**src/rtl/bus_timer_pkg.sv**
```systemverilog
// Shared definitions for the memory-mapped countdown timer.
package bus_timer_pkg;

  // Register offsets, decoded from addr[3:2]
  localparam logic [1:0] CTRL_OFF   = 2'd0;
  localparam logic [1:0] PRESET_OFF = 2'd1;
  localparam logic [1:0] COUNT_OFF  = 2'd2;
  localparam logic [1:0] RSVD_OFF   = 2'd3;

  // CTRL field positions
  localparam int EN_BIT   = 0;
  localparam int MODE_LSB = 1;
  localparam int IM_BIT   = 3;

  // MODE encodings; 1x behaves as one-shot
  localparam logic [1:0] MODE_ONESHOT = 2'b00;
  localparam logic [1:0] MODE_RELOAD  = 2'b01;

  typedef enum logic [1:0] {
    IDLE = 2'b00,
    LOAD = 2'b01,
    CNT  = 2'b10,
    INT  = 2'b11
  } state_e;

  // Per-byte merge of a bus write into an existing 32-bit register
  function automatic logic [31:0] merge_bytes(input logic [31:0] old_v,
                                              input logic [31:0] new_v,
                                              input logic [3:0]  be);
    logic [31:0] r;
    r = old_v;
    for (int i = 0; i < 4; i++) begin
      if (be[i]) r[8*i +: 8] = new_v[8*i +: 8];
    end
    return r;
  endfunction

endpackage

```
**src/rtl/bus_timer_prescaler.sv**
```systemverilog
// Prescale counter: counts 0..PRESCALE-1 while run_i is high, ticks on the
// last value and wraps. Held at zero whenever the timer is not counting.
module timer_prescaler #(
  parameter int unsigned PRESCALE = 1
) (
  input  logic clk,
  input  logic reset,
  input  logic run_i,
  output logic tick_o
);

  localparam logic [15:0] LAST = 16'(PRESCALE - 1);

  logic [15:0] cnt_q, cnt_d;

  assign tick_o = run_i && (cnt_q == LAST);

  // Next count: advance while running, wrap on tick, clear otherwise
  always_comb begin
    cnt_d = '0;
    if (run_i && !tick_o) cnt_d = cnt_q + 16'd1;
  end

  // Prescale counter register
  always_ff @(posedge clk or negedge reset) begin
    if (!reset) cnt_q <= '0;
    else        cnt_q <= cnt_d;
  end

endmodule

```
**src/rtl/bus_timer.sv**
```systemverilog
// Memory-mapped countdown timer with one-shot / auto-reload modes and a
// maskable interrupt. Read data is combinational, like data memory.
module bus_timer
  import bus_timer_pkg::*;
#(
  parameter int unsigned PRESCALE = 1
) (
  input  logic        clk,
  input  logic        reset,
  input  logic        sel,
  input  logic [3:0]  addr,
  input  logic [3:0]  byteen,
  input  logic [31:0] wdata,
  output logic [31:0] rdata,
  output logic        irq
);

  state_e      state_q, state_d;
  logic        en_q, en_d;
  logic [1:0]  mode_q, mode_d;
  logic        im_q, im_d;
  logic [31:0] preset_q, preset_d;
  logic [31:0] count_q, count_d;
  logic        pend_q, pend_d;

  logic        tick;
  logic        wr, wr_ctrl, wr_pre, expire;
  logic        unused_addr;

  assign unused_addr = ^addr[1:0];

  timer_prescaler #(.PRESCALE(PRESCALE)) u_prescaler (
    .clk    (clk),
    .reset  (reset),
    .run_i  (state_q == CNT),
    .tick_o (tick)
  );

  assign wr      = sel && (byteen != 4'b0000);
  assign wr_ctrl = wr && (addr[3:2] == CTRL_OFF) && byteen[0];
  assign wr_pre  = wr && (addr[3:2] == PRESET_OFF);
  assign expire  = (state_q == CNT) && en_q && tick && (count_q <= 32'd1);

  // FSM next state and register updates; CPU CTRL writes override the FSM
  always_comb begin
    state_d  = state_q;
    en_d     = en_q;
    mode_d   = mode_q;
    im_d     = im_q;
    preset_d = preset_q;
    count_d  = count_q;
    pend_d   = pend_q;

    case (state_q)
      IDLE: if (en_q) state_d = LOAD;
      LOAD: begin
        count_d = preset_q;
        state_d = CNT;
      end
      CNT: begin
        if (!en_q) begin
          state_d = IDLE;
        end else if (tick) begin
          if (count_q > 32'd1) begin
            count_d = count_q - 32'd1;
          end else begin
            count_d = '0;
            pend_d  = 1'b1;
            state_d = INT;
          end
        end
      end
      INT: begin
        if (mode_q == MODE_RELOAD) begin
          pend_d  = 1'b0;
          state_d = LOAD;
        end else begin
          en_d    = 1'b0;
          state_d = IDLE;
        end
      end
      default: state_d = IDLE;
    endcase

    // A fresh expiry in the same cycle outranks the write's pending clear
    if (wr_ctrl) begin
      en_d   = wdata[EN_BIT];
      mode_d = wdata[MODE_LSB +: 2];
      im_d   = wdata[IM_BIT];
      if (!expire) pend_d = 1'b0;
    end

    if (wr_pre) preset_d = merge_bytes(preset_q, wdata, byteen);
  end

  // State and register file
  always_ff @(posedge clk or negedge reset) begin
    if (!reset) begin
      state_q  <= IDLE;
      en_q     <= 1'b0;
      mode_q   <= MODE_ONESHOT;
      im_q     <= 1'b0;
      preset_q <= '0;
      count_q  <= '0;
      pend_q   <= 1'b0;
    end else begin
      state_q  <= state_d;
      en_q     <= en_d;
      mode_q   <= mode_d;
      im_q     <= im_d;
      preset_q <= preset_d;
      count_q  <= count_d;
      pend_q   <= pend_d;
    end
  end

  // Combinational read mux, independent of sel/byteen
  always_comb begin
    rdata = '0;
    case (addr[3:2])
      CTRL_OFF:   rdata = {28'b0, im_q, mode_q, en_q};
      PRESET_OFF: rdata = preset_q;
      COUNT_OFF:  rdata = count_q;
      default:    rdata = '0;
    endcase
  end

  assign irq = pend_q & im_q;

endmodule

```
**config.mk**
```make
export PLATFORM = sky130hd
export DESIGN_NAME = bus_timer
export DESIGN_NICKNAME = d
export VERILOG_FILES = /design/src/rtl/bus_timer_pkg.sv /design/src/rtl/bus_timer_prescaler.sv /design/src/rtl/bus_timer.sv
export SDC_FILE = /design/constraint.sdc
export NUM_CORES = 1
export LEC_CHECK = 0
export ABC_AREA = 1
export CAP_MARGIN = 25
export CORE_ASPECT_RATIO = 0.9
export CORE_MARGIN = 10
export CORE_UTILIZATION = 55
export CTS_BUF_LIST = sky130_fd_sc_hd__clkbuf_8
export CTS_CLUSTER_SIZE = 14
export DETAILED_ROUTE_END_ITERATION = 12
export PLACE_DENSITY = 0.79
export REMOVE_ABC_BUFFERS = 1
export SETUP_SLACK_MARGIN = 0.5
export SLEW_MARGIN = 20
export SYNTH_ARGS = -nofsm -noshare
export SYNTH_HDL_FRONTEND = slang
export SYNTH_HIERARCHICAL = 1
export SYNTH_SLANG_ARGS = --single-unit
```
**constraint.sdc**
```tcl
create_clock -name clk -period 3.9 [get_ports clk]
set_clock_uncertainty 0.05 [all_clocks]
set_input_delay 0.585 -clock clk [delete_from_list [all_inputs] [get_ports clk]]
set_output_delay 0.585 -clock clk [all_outputs]
set_load 0.005 [all_outputs]
```
==> out/summary.txt <==
Layout cell share with drive strength beyond 1: 12.6%
Setup TNS: 0 ps
Root Buffer: clkbuf_8
Wire per inst: 15.4 µm
Max Clock Freq: 0.314 GHz
Max H-tree Level: 3
Routed wire length: 14500 µm
DP Area: 0.00626 mm²
Finished Layout Cells: 941
CP startpoint kind: input port
Async set or reset register ratio after synthesis: 100%
Post-route DRC violation count: 0
Min Hold Slack: 182 ps
Post-DP HPWL: 10600 µm
Crit Path Max Fanout: 24
HP Class: input port to asynchronous set/reset pin
Largest net degree at the start of global routing: 79
Setup crit end kind: primary output
Initial antenna violation count: 0
Ys Warns: 6
Sequential area share after synthesis: 39.9%
Hold Fails Final Rpt: 0
Starting density of the core: 56.4%
Vias: 5125
IO Port Bufs: 73
Power Dens Cells: 563 mW/mm²
Critical path class: input port to primary output
Max Slew Vio Count: 0
Clock buffer depth: 2
P&R area growth vs syn: 19.0%
CTS tree: done
Final Util: 67.2%
Average size of a mapped cell: 7.36 µm²
First-pass detailed-route iteration total: 8
Fill cell count: 868
Post-layout minimum cycle time: 3180 ps
GRT Resource Usage Total: 20.1%
Worst Max-Slew Pin Slew: 963 ps
Total gr overflow: 0
Commonest non-fill, non-tap cells in the layout: nand2_1 (155), nor2_1 (128), inv_1 (97), dfrtp_1 (87), clkdlybuf4s50_1 (72)
Die outline height: 114 µm
Worst endpoint required time: 3260 ps
Main synth FF type: dfrtp_1
First-pass GRT wire length: 24100 µm
RSZ-0062 raised after global routing: false
Most common cell after layout, fill and taps aside: nand2_1
Dpl cells: 925
Synth Cell Area: 0.00545 mm²
Antenna Cells: 0
Post-synth EDFFs: 0
Gate Count Post-Synth: 741
# rows: 34
LEAKAGE: 2.74 nW
Final period util: 81.5%
Crit path DAT: 2540 ps
Relative slew slack: 35.5%
Final net count: 857
Die width: 125 µm
Worst skew pair latency: 380 ps
Clock transition at path regs: 90 ps
Hold-fix buffers, CTS: 0
Distinct cell type count after synthesis: 34
Post-DRT Antenna Nets: 0
Area of the multi-input gates: 0.00277 mm²
Setup Viol. Count Final: 0
Reg area: 0.00218 mm²
FF-to-FF path depth: 11
DR vias/cell: 5.45
Outcome: finished, final reports clean
Max-Cap Viols: 0
Die area: 0.0143 mm²
I/O pin count: 76
Final GP Congestion: 0.917
Post-route cell area: 0.00648 mm²
Clock Sinks: 87
Vias in the first global route: 4886
Post-CTS Setup Repair Bufs: 0
Core ar.: 0.00966 mm²
1st-iter DRT viols: 452
Cts repair resizes: 0
Max VDD drop: 380 µV
TritonCTS Buffers: 9
Synth Register Bits: 87
==> cells by family after synthesis <==
family	synth area share, %
muxes	1.65
DFF	39.9
AOI/OAI and AO/OA	16.5
xor gates and xnor gates	1.93
buffers and inverters	9.18
adders and majority gates	0.918
and+or+nand+nor	29.8
==> flip-flops by register name, summed over array words and instances (netlist names) <==
register           flops
count_q               32
mode_q                 2
im_q                   1
pend_q                 1
state_q                2
preset_q              32
u_prescaler/cnt_q     16
en_q                   1
==> critical path, cell delays in order <==
cell and delay [ps]:
clkdlybuf4s50_1 470, inv_1 50, nor2_1 130, inv_1 390, o22ai_1 340, clkdlybuf4s50_1 570
==> power by group <==
part           switching (mW)  internal, mW  total [mW]
Sequential              0.303          1.17        1.47
Combinational           0.874         0.579        1.45
Clock                   0.362         0.367       0.729
==> area by class of cell <==
class                           instances  area share, %
Clock buffer                            9           1.91
Multi-Input combinational cell        534           42.8
Inverter                               98           5.67
Sequential cell                        87           33.6
Clock inverter                          7           1.56
Timing Repair Buffer                   80           12.1
Tap cell                              126           2.43
==> synthesized netlist by cell type (2+ instances only) <==
| cell type | instances | share of area (%) |
|---|---|---|
| nand2_1 | 155 | 11 |
| nor2_1 | 128 | 8.8 |
| inv_1 | 97 | 6.7 |
| dfrtp_1 | 87 | 40 |
| o21ai_0 | 52 | 4.8 |
| a21oi_1 | 44 | 4.0 |
| a21oi_2 | 22 | 3.5 |
| nand3_1 | 22 | 2.0 |
| nand3_2 | 22 | 4.0 |
| o22ai_1 | 20 | 2.3 |
| nor2_2 | 10 | 1.1 |
| xor2_1 | 10 | 1.6 |
| mux2_2 | 8 | 1.7 |
| buf_2 | 7 | 0.64 |
| clkbuf_1 | 6 | 0.41 |
| nand2_2 | 6 | 0.69 |
| nand4_1 | 6 | 0.69 |
| nor2_4 | 6 | 1.2 |
| buf_6 | 4 | 0.83 |
| ha_1 | 4 | 0.92 |
| o221ai_1 | 4 | 0.64 |
| buf_4 | 3 | 0.41 |
| o21ai_2 | 3 | 0.48 |
| buf_1 | 2 | 0.14 |
| nor3_1 | 2 | 0.18 |
| o21bai_1 | 2 | 0.28 |
| xnor2_1 | 2 | 0.32 |
==> layer usage <==
metal	vias to the layer above	track usage [%]	part of all wire (%)
li1	2518	-	-
met1	2435	25.4	45
met2	154	33.1	47
met3	18	5.32	7.0
met4	0	5.60	1.1
met5	-	0	0
==> worst paths after layout <==
path	slack (ps)	to	from
max reg2reg	1520	count_q[28]	u_prescaler/cnt_q[0]
min	180	u_prescaler/cnt_q[9]	reset
max	720	rdata[17]	addr[2]
min in group clk	450	u_prescaler/cnt_q[0]	u_prescaler/cnt_q[0]
max in group asynchronous	2980	preset_q[15]	reset
min reg2reg	450	u_prescaler/cnt_q[0]	u_prescaler/cnt_q[0]
==> per-stage QoR <==
step	power (mW)	worst slack (ps)
after floorplan	2.38	1550
after global placement	2.86	764
after detailed placement	2.92	710
after CTS	3.66	709
after global routing	3.91	551
final	3.65	720
(Power assumes the default switching activity.)
